==> config.mk <==
export PLATFORM = sky130hd
export DESIGN_NAME = writeback_arbiter
export DESIGN_NICKNAME = d
export VERILOG_FILES = /design/src/rtl/spu_wb_pkg.sv /design/src/rtl/wb_fifo.sv /design/src/rtl/writeback_arbiter.sv
export SDC_FILE = /design/constraint.sdc
export NUM_CORES = 1
export LEC_CHECK = 0
export CORE_MARGIN = 2
export CORE_UTILIZATION = 58
export CTS_CLUSTER_SIZE = 25
export DETAILED_ROUTE_END_ITERATION = 16
export PLACE_DENSITY_LB_ADDON = 0.05
export SETUP_SLACK_MARGIN = 0.5
export SYNTH_ARGS = -nofsm -noshare
export SYNTH_HDL_FRONTEND = slang
export SYNTH_SLANG_ARGS = --single-unit
==> constraint.sdc <==
create_clock -name clk -period 15.2 [get_ports clk]
set_input_delay 4.56 -clock clk [delete_from_list [all_inputs] [get_ports clk]]
set_output_delay 4.56 -clock clk [all_outputs]
set_load 0.03 [all_outputs]
==> src/rtl/spu_wb_pkg.sv <==
// Shared widths and the buffered-result record for the SPU writeback stage.
package spu_wb_pkg;

    localparam int ADDR_W = 7;
    localparam int DATA_W = 128;

    typedef struct packed {
        logic              valid;
        logic [ADDR_W-1:0] rt;
        logic [DATA_W-1:0] data;
    } wb_entry_t;

endpackage

==> src/rtl/wb_fifo.sv <==
// Odd-pipe result buffer: circular FIFO with a parallel squash port and
// flattened rt/valid exports so the parent can answer hazard queries.
module wb_fifo #(
    parameter int ADDR_W = 7,
    parameter int DATA_W = 128,
    parameter int DEPTH  = 4
) (
    input  logic                     clk,
    input  logic                     i_rst_n,
    input  logic                     i_push,
    input  logic [ADDR_W-1:0]        i_push_rt,
    input  logic [DATA_W-1:0]        i_push_data,
    input  logic                     i_pop,
    input  logic                     i_sq_en,
    input  logic [ADDR_W-1:0]        i_sq_rt,
    output logic                     o_head_vld,
    output logic [ADDR_W-1:0]        o_head_rt,
    output logic [DATA_W-1:0]        o_head_data,
    output logic [$clog2(DEPTH):0]   o_count,
    output logic [DEPTH-1:0]         o_vld,
    output logic [DEPTH*ADDR_W-1:0]  o_rt_flat
);

    localparam int PW = $clog2(DEPTH);
    localparam int CW = PW + 1;

    logic [CW-1:0]     r_wr_ptr;
    logic [CW-1:0]     r_rd_ptr;
    logic [DEPTH-1:0]  r_vld;
    logic [ADDR_W-1:0] r_rt   [DEPTH];
    logic [DATA_W-1:0] r_data [DEPTH];
    logic [PW-1:0]     w_wr_idx;
    logic [PW-1:0]     w_rd_idx;

    assign w_wr_idx = r_wr_ptr[PW-1:0];
    assign w_rd_idx = r_rd_ptr[PW-1:0];

    // Valid bits double as occupancy-and-not-squashed, so they are cleared on pop.
    always_ff @(posedge clk or negedge i_rst_n) begin
        if (!i_rst_n) begin
            r_wr_ptr <= '0;
            r_rd_ptr <= '0;
            r_vld    <= '0;
        end else begin
            for (int i = 0; i < DEPTH; i++) begin
                if (i_sq_en && (r_rt[i] == i_sq_rt))
                    r_vld[i] <= 1'b0;
            end
            if (i_pop) begin
                r_vld[w_rd_idx] <= 1'b0;
                r_rd_ptr        <= r_rd_ptr + CW'(1);
            end
            if (i_push) begin
                r_vld[w_wr_idx] <= 1'b1;
                r_wr_ptr        <= r_wr_ptr + CW'(1);
            end
        end
    end

    always_ff @(posedge clk) begin
        if (i_push) begin
            r_rt[w_wr_idx]   <= i_push_rt;
            r_data[w_wr_idx] <= i_push_data;
        end
    end

    assign o_head_vld  = r_vld[w_rd_idx];
    assign o_head_rt   = r_rt[w_rd_idx];
    assign o_head_data = r_data[w_rd_idx];
    assign o_count     = r_wr_ptr - r_rd_ptr;
    assign o_vld       = r_vld;

    always_comb begin
        o_rt_flat = '0;
        for (int i = 0; i < DEPTH; i++)
            o_rt_flat[i*ADDR_W +: ADDR_W] = r_rt[i];
    end

endmodule

==> src/rtl/writeback_arbiter.sv <==
// SPU writeback: arbitrates even/odd pipe results onto the single register
// file write port, buffering odd results and answering decode hazard queries.
module writeback_arbiter #(
    parameter int ADDR_W = 7,
    parameter int DATA_W = 128,
    parameter int DEPTH  = 4
) (
    input  logic                   clk,
    input  logic                   reset,
    input  logic                   even_valid,
    input  logic [ADDR_W-1:0]      even_rt,
    input  logic [DATA_W-1:0]      even_data,
    input  logic                   odd_valid,
    input  logic [ADDR_W-1:0]      odd_rt,
    input  logic [DATA_W-1:0]      odd_data,
    output logic                   odd_ready,
    output logic [ADDR_W-1:0]      registerRT,
    output logic [DATA_W-1:0]      writeData,
    output logic                   regWriteEnable,
    input  logic [ADDR_W-1:0]      query_ra,
    input  logic [ADDR_W-1:0]      query_rb,
    input  logic [ADDR_W-1:0]      query_rc,
    output logic                   hit_ra,
    output logic                   hit_rb,
    output logic                   hit_rc,
    output logic [$clog2(DEPTH):0] fifo_count
);

    import spu_wb_pkg::*;

    localparam int CW = $clog2(DEPTH) + 1;
    localparam logic [CW-1:0] DEPTH_C = CW'(DEPTH);

    wb_entry_t               w_head;
    logic                    w_empty;
    logic                    w_pop;
    logic                    w_push;
    logic                    w_bypass;
    logic                    w_we;
    logic [ADDR_W-1:0]       w_rt;
    logic [DATA_W-1:0]       w_data;
    logic [DEPTH-1:0]        w_vld;
    logic [DEPTH*ADDR_W-1:0] w_rt_flat;

    function automatic logic pending_hit(
        input logic [ADDR_W-1:0]       q,
        input logic [DEPTH-1:0]        vld,
        input logic [DEPTH*ADDR_W-1:0] rts,
        input logic                    we,
        input logic [ADDR_W-1:0]       wrt
    );
        logic h;
        h = we && (wrt == q);
        for (int i = 0; i < DEPTH; i++) begin
            if (vld[i] && (rts[i*ADDR_W +: ADDR_W] == q))
                h = 1'b1;
        end
        return h;
    endfunction

    assign w_empty   = (fifo_count == '0);
    assign odd_ready = (fifo_count < DEPTH_C);

    // Even always wins; a buffered head beats a fresh odd result so odd order holds.
    always_comb begin
        w_we     = 1'b0;
        w_rt     = '0;
        w_data   = '0;
        w_pop    = 1'b0;
        w_bypass = 1'b0;
        if (even_valid) begin
            w_we   = 1'b1;
            w_rt   = even_rt;
            w_data = even_data;
        end else if (!w_empty) begin
            w_pop  = 1'b1;
            w_we   = w_head.valid;
            w_rt   = w_head.rt;
            w_data = w_head.data;
        end else if (odd_valid) begin
            w_bypass = 1'b1;
            w_we     = 1'b1;
            w_rt     = odd_rt;
            w_data   = odd_data;
        end
    end

    assign w_push = odd_valid && odd_ready && !w_bypass;

    wb_fifo #(
        .ADDR_W (ADDR_W),
        .DATA_W (DATA_W),
        .DEPTH  (DEPTH)
    ) u_fifo (
        .clk         (clk),
        .i_rst_n     (reset),
        .i_push      (w_push),
        .i_push_rt   (odd_rt),
        .i_push_data (odd_data),
        .i_pop       (w_pop),
        .i_sq_en     (even_valid),
        .i_sq_rt     (even_rt),
        .o_head_vld  (w_head.valid),
        .o_head_rt   (w_head.rt),
        .o_head_data (w_head.data),
        .o_count     (fifo_count),
        .o_vld       (w_vld),
        .o_rt_flat   (w_rt_flat)
    );

    always_ff @(posedge clk or negedge reset) begin
        if (!reset) begin
            regWriteEnable <= 1'b0;
            registerRT     <= '0;
            writeData      <= '0;
        end else begin
            regWriteEnable <= w_we;
            registerRT     <= w_rt;
            writeData      <= w_data;
        end
    end

    assign hit_ra = pending_hit(query_ra, w_vld, w_rt_flat, regWriteEnable, registerRT);
    assign hit_rb = pending_hit(query_rb, w_vld, w_rt_flat, regWriteEnable, registerRT);
    assign hit_rc = pending_hit(query_rc, w_vld, w_rt_flat, regWriteEnable, registerRT);

endmodule

==> impl_metrics.env, run 1 <==
export IMPL_crit_chain="clkdlybuf4s50_1 -> xor2_1 -> nor4_1 -> nand4_1 -> o21ai_0 -> or3_1 -> clkdlybuf4s50_1"
export IMPL_vias=16900
export IMPL_cts_sinks=686
export IMPL_rows=81
export IMPL_outcome="complete, no violations"
export IMPL_critPathMaxStageDelay_ns=0.66
export IMPL_regArea_sq_mm=0.0199
export IMPL_ys_types=32
export IMPL_slew_headroom_pct=28.8
export IMPL_clkTransAtPathRegs_ns=0.05
export IMPL_crit_required_ns=10.64
export IMPL_dpl_cell_count=2676
export IMPL_ys_warn_count=0
export IMPL_grt_pass1_wl_um=104000
export IMPL_synthArstFlopShare_pct=21.3
export IMPL_num_io_pins=438
export IMPL_synthTopCellsByArea="edfxtp_1, dfrtp_1, mux4_2"
export IMPL_tns_ns=0
export IMPL_crit_buf_inv=2
export IMPL_critPathLaunchType="primary input"
export IMPL_synth_nets=2068
export IMPL_post_drt_wl_per_cell_um=25.0
export IMPL_synth_most_common_cell="edfxtp_1"
export IMPL_synth_main_ff_cell="edfxtp_1"
export IMPL_synth_top_cell_by_area="edfxtp_1"
export IMPL_drive_above_1_share_pct=12.0
export IMPL_grt_max_degree=127
export IMPL_crit_top_cell="clkdlybuf4s50_1"
export IMPL_drc=0
export IMPL_area_growth_pct=23.8
export IMPL_holdBufCountCts=0
export IMPL_post_route_period_util_pct=74.4
export IMPL_drt_total_wl_um=70200
export IMPL_final_nets=2428
export IMPL_drtAntennaViolNets=0
export IMPL_multi_input_comb_area_sq_mm=0.00780
export IMPL_slew_violations=0
export IMPL_syn_avg_cell_area_sq_um=16.1
export IMPL_yosysTopAreaCellShare_pct=57.0
export IMPL_cts_tree="yes"
export IMPL_period_needed_ns=11.31
export IMPL_start_util_pct=58.4
export IMPL_vdd_drop_max_uv=175
export IMPL_slowest_stage="clkdlybuf4s50_1"
export IMPL_hold_violations=0
export IMPL_max_freq_mhz=88.4
export IMPL_track_usage_pct=27.8
export IMPL_cts_buffers=67
export IMPL_coreArea_sq_mm=0.0486
export IMPL_p_per_area_mw_per_mm2=208
export IMPL_grt_pass1_vias=17100
export IMPL_ys_top_cells_by_count="edfxtp_1, dfrtp_1, nand2_1"
export IMPL_nFillCells=3067
export IMPL_critical_path_arrival_ns=6.75
export IMPL_die_h_um=225
export IMPL_ys_ff_latch=686
export IMPL_post_cts_resized=0
export IMPL_synth_edf_count=540
export IMPL_cts_buffer_depth=3
export IMPL_drt_initial_drc_count=1481
export IMPL_gp_congestion=0.856
export IMPL_htree_levels=3
export IMPL_criticalPathCategory="primary input to output pin"
export IMPL_crit_family="buffers and inverters"
export IMPL_rsz0062_at_grt="no"
export IMPL_setup_violations=0
export IMPL_antenna_found_initial=12
export IMPL_hp_class="flop to flop"
export IMPL_yosysSeqAreaShare_pct=69.9
export IMPL_drt_pass1_iterations=7
export IMPL_via_per_inst=6.02
export IMPL_synth_area_sq_mm=0.0284
export IMPL_worstMarginPinSlew_ns=1.07
export IMPL_max_cap_viol_count=0
export IMPL_die_area_sq_mm=0.0508
export IMPL_die_w_um=225
export IMPL_fin_cells=2804
export IMPL_skew_ns=0.0205
export IMPL_io_buffers=437
export IMPL_clk_latency_ns=0.60
export IMPL_dp_hpwl_um=42900
export IMPL_crit_path_max_fanout=5
export IMPL_endpoint_kind="output pin"
export IMPL_post_cts_buffers=0
export IMPL_syn_inst=1763
export IMPL_gr_total_overflow=0
export IMPL_leakagePower_nw=12.1
export IMPL_cts_root_buffer="clkbuf_16"
==> final timing paths <==
check	start	end	slack [ns]	depth (start not counted)
worst max register to register	u_fifo.r_rd_ptr[0]$_DFFE_PN0N_	u_fifo.r_data[2][25]$_DFFE_PP_	10.17	7
max in group asynchronous	reset	writeData[8]$_DFF_PN0_	9.71	2
worst min register to register	u_fifo.r_rd_ptr[2]$_DFFE_PN0N_	u_fifo.r_rd_ptr[2]$_DFFE_PN0N_	0.50	1
worst max-delay path	query_rb[0]	hit_rb	3.89	7
min in group asynchronous	reset	registerRT[0]$_DFF_PN0_	4.06	1
worst min-delay path	u_fifo.r_rd_ptr[2]$_DFFE_PN0N_	u_fifo.r_rd_ptr[2]$_DFFE_PN0N_	0.50	1
==> sequential cells by signal, summed over array words and instances (netlist names) <==
signal	count
u_fifo.r_rd_ptr	3
u_fifo.r_rt	28
registerRT	7
u_fifo.r_wr_ptr	3
u_fifo.o_vld	4
regWriteEnable	1
writeData	128
u_fifo.r_data	512
==> area by class of cell <==
cell class              count  share of cell area [%]
flip-flops and latches    686                    56.5
diodes                      5                  0.0355
repair buffers            453                    12.8
clock buffers             102                    5.48
inverters                   8                  0.0995
clock inverters            21                   0.739
well taps                 622                    2.21
multi-input cells         907                    22.2
==> layer usage <==
layer	vias up	routed length, um	track usage, %
li1	7403	-	-
met1	8665	28700	38.4
met2	670	34400	44.5
met3	139	5110	6.70
met4	16	1820	8.46
met5	-	99	0
==> metrics by stage <==
stage               setup WS, ns  area [sq um]  utilization, %  total power [mW]  hold WS [ns]
global placement            3.91         33000            67.8              5.68         0.479
finish                      3.89         35200            72.4              7.31         0.504
global route                3.74         35200            72.4              7.63         0.520
CTS                         3.90         35200            72.3              7.38         0.497
detailed placement          3.91         33000            67.8              5.72         0.490
floorplan                   4.97         28400               -              4.71         0.452
==> report_power, final <==
group          internal, mW  switching [mW]  total, mW
clock network         0.967           0.674       1.64
logic                  1.10            1.68       2.78
registers              2.62           0.273       2.89
total                  4.69            2.62       7.31
==> logic make-up (layout without fill, tap and decap cells) <==
group                    Yosys count  count (layout)  share of synthesized area [%]
other                              0               5                              0
buffers and inverters            170             584                           2.73
multiplexers                     136             136                           10.8
adder cells (fa/ha/maj)           10              10                          0.467
AO/OA/AOI/OAI                    287             287                           5.67
XOR/XNOR                         138             138                           4.30
AND/OR/NAND/NOR                  336             336                           6.16
flip-flops                       686             686                           69.9
==> placed cells by master, fill, tap and decap left out, types with 32 or more instances in the layout <==
cell type	n
nand4_1	32
a31oi_1	135
nand2_1	140
clkdlybuf4s50_1	434
xor2_1	37
a21oi_1	138
mux4_2	136
edfxtp_1	540
dfrtp_1	144
xnor2_1	100
clkbuf_16	69
nor2b_1	135
Power figures use the tool's default switching activity.
==> inputs of run 2 (changes only) <==
- CORE_UTILIZATION: 58 -> 54
- clock period: 15.2 -> 10.7 ns (I/O delays scaled with it)
==> impl_metrics.env, run 2 (synthesis gave the netlist of run 1 again) <==
export IMPL_post_cts_buffers=0
export IMPL_antenna_found_initial=6
export IMPL_critical_path_arrival_ns=5.36
export IMPL_rows=84
export IMPL_cts_buffer_depth=3
export IMPL_fin_cells=2872
export IMPL_slew_headroom_pct=18.6
export IMPL_crit_path_max_fanout=5
export IMPL_area_growth_pct=24.5
export IMPL_post_route_period_util_pct=80.1
export IMPL_most_common_layout_cells="edfxtp_1, clkdlybuf4s50_1, dfrtp_1"
export IMPL_top_register="u_fifo.r_data"
export IMPL_max_freq_mhz=117
export IMPL_leakagePower_nw=12.1
export IMPL_setup_violations=0
export IMPL_grt_pass1_vias=17000
export IMPL_post_drt_wl_per_cell_um=24.4
export IMPL_post_cts_resized=0
export IMPL_track_usage_pct=25.9
export IMPL_grt_max_degree=114
export IMPL_outcome="complete, no violations"
export IMPL_hold_violations=0
export IMPL_gp_congestion=0.839
export IMPL_coreArea_sq_mm=0.0523
export IMPL_num_io_pins=438
export IMPL_via_per_inst=5.87
export IMPL_critPathLaunchType="primary input"
export IMPL_grt_pass1_wl_um=105000
export IMPL_rsz0062_at_grt="no"
export IMPL_drt_initial_drc_count=1425
export IMPL_endpoint_kind="output pin"
export IMPL_hp_class="flop to flop"
export IMPL_clkTransAtPathRegs_ns=0.05
export IMPL_dp_hpwl_um=42700
export IMPL_holdBufCountCts=0
export IMPL_die_w_um=233
export IMPL_drtAntennaViolNets=0
export IMPL_gr_total_overflow=0
export IMPL_htree_levels=3
export IMPL_p_per_area_mw_per_mm2=296
export IMPL_vias=16900
export IMPL_drt_pass1_iterations=5
export IMPL_io_buffers=437
export IMPL_largest_reg_flops=512
export IMPL_cts_buffers=69
export IMPL_nFillCells=3662
export IMPL_crit_top_cell="clkdlybuf4s50_1"
export IMPL_cts_root_buffer="clkbuf_16"
export IMPL_vdd_drop_max_uv=209
export IMPL_worstMarginPinSlew_ns=1.22
export IMPL_drc=0
export IMPL_layout_commonest_cell="edfxtp_1"
export IMPL_drt_total_wl_um=70100
export IMPL_cts_tree="yes"
export IMPL_die_area_sq_mm=0.0545
export IMPL_slowest_stage="clkdlybuf4s50_1"
export IMPL_tns_ns=0
export IMPL_slew_violations=0
export IMPL_critPathMaxStageDelay_ns=0.66
export IMPL_crit_chain="clkdlybuf4s50_1 -> xor2_1 -> nor4_1 -> nand4_1 -> o21ai_0 -> or3_1 -> clkdlybuf4s50_1"
export IMPL_postLayoutCoreUtil_pct=67.6
export IMPL_start_util_pct=54.3
export IMPL_drive_above_1_share_pct=12.3
export IMPL_skew_ns=0.0241
export IMPL_final_nets=2432
export IMPL_period_needed_ns=8.57
export IMPL_reg_top3="u_fifo.r_data x512, writeData x128, u_fifo.r_rt x28"
export IMPL_max_cap_viol_count=0
export IMPL_clk_latency_ns=0.60
export IMPL_crit_required_ns=7.49
export IMPL_die_h_um=233
export IMPL_dpl_cell_count=2744
export IMPL_cts_sinks=686
export IMPL_criticalPathCategory="primary input to output pin"
[run 2: routing by layer]
layer	share of wire, %	global-route usage (%)
met2	48	40.4
met1	42	37.2
met5	0.087	0
met4	2.2	6.90
met3	7.7	5.82
[run 2: where the power goes]
group          switching [mW]  total [mW]  internal (mW)  leakage, nW
clock                   0.979        2.42           1.44         1.13
combinational            2.39        3.95           1.56         4.45
sequential              0.388        4.10           3.72         6.57
[run 2: cell type report]
| type | instances | area [sq um] | share of cell area (%) |
|---|---|---|---|
| clock inverter | 28 | 312 | 0.881 |
| inverter | 8 | 35.0 | 0.0990 |
| sequential | 686 | 19900 | 56.2 |
| tap | 688 | 861 | 2.43 |
| clock buffer | 99 | 1980 | 5.61 |
| timing repair buffer | 455 | 4510 | 12.8 |
| multi-input combinational | 907 | 7800 | 22.0 |
| antenna | 1 | 2.50 | 0.00707 |
[run 2: per-stage QoR]
stage / total power [mW] / hold WS (ns) / cell area, sq um / setup slack (ns)
after floorplan: 6.70 / 0.452 / 28400 / 3.17
after global placement: 8.10 / 0.474 / 33100 / 2.14
after detailed placement: 8.13 / 0.481 / 33100 / 2.15
after CTS: 10.6 / 0.487 / 35400 / 2.14
after global routing: 11.0 / 0.503 / 35400 / 1.94
final: 10.5 / 0.488 / 35400 / 2.13
[run 2: final timing paths]
path                                                 from                              to  slack (ns)  cells past startpoint
max                                           query_rc[3]                          hit_rc        2.13                      7
max in group asynchronous                           reset         writeData[21]$_DFF_PN0_        6.53                      2
min in group asynchronous                           reset        writeData[126]$_DFF_PN0_        2.75                      1
max reg2reg                u_fifo.r_rd_ptr[0]$_DFFE_PN0N_  u_fifo.r_data[3][58]$_DFFE_PP_        6.18                      7
min reg2reg                u_fifo.r_rd_ptr[2]$_DFFE_PN0N_  u_fifo.r_rd_ptr[2]$_DFFE_PN0N_        0.49                      1
min                        u_fifo.r_rd_ptr[2]$_DFFE_PN0N_  u_fifo.r_rd_ptr[2]$_DFFE_PN0N_        0.49                      1
[run 2: critical path: cells and delay by family]
family | cells | cell delay [ns]
AO/OA/AOI/OAI | 1 | 0.11
buffers and inverters | 2 | 1.24
XOR/XNOR | 1 | 0.22
AND/OR/NAND/NOR | 3 | 0.58
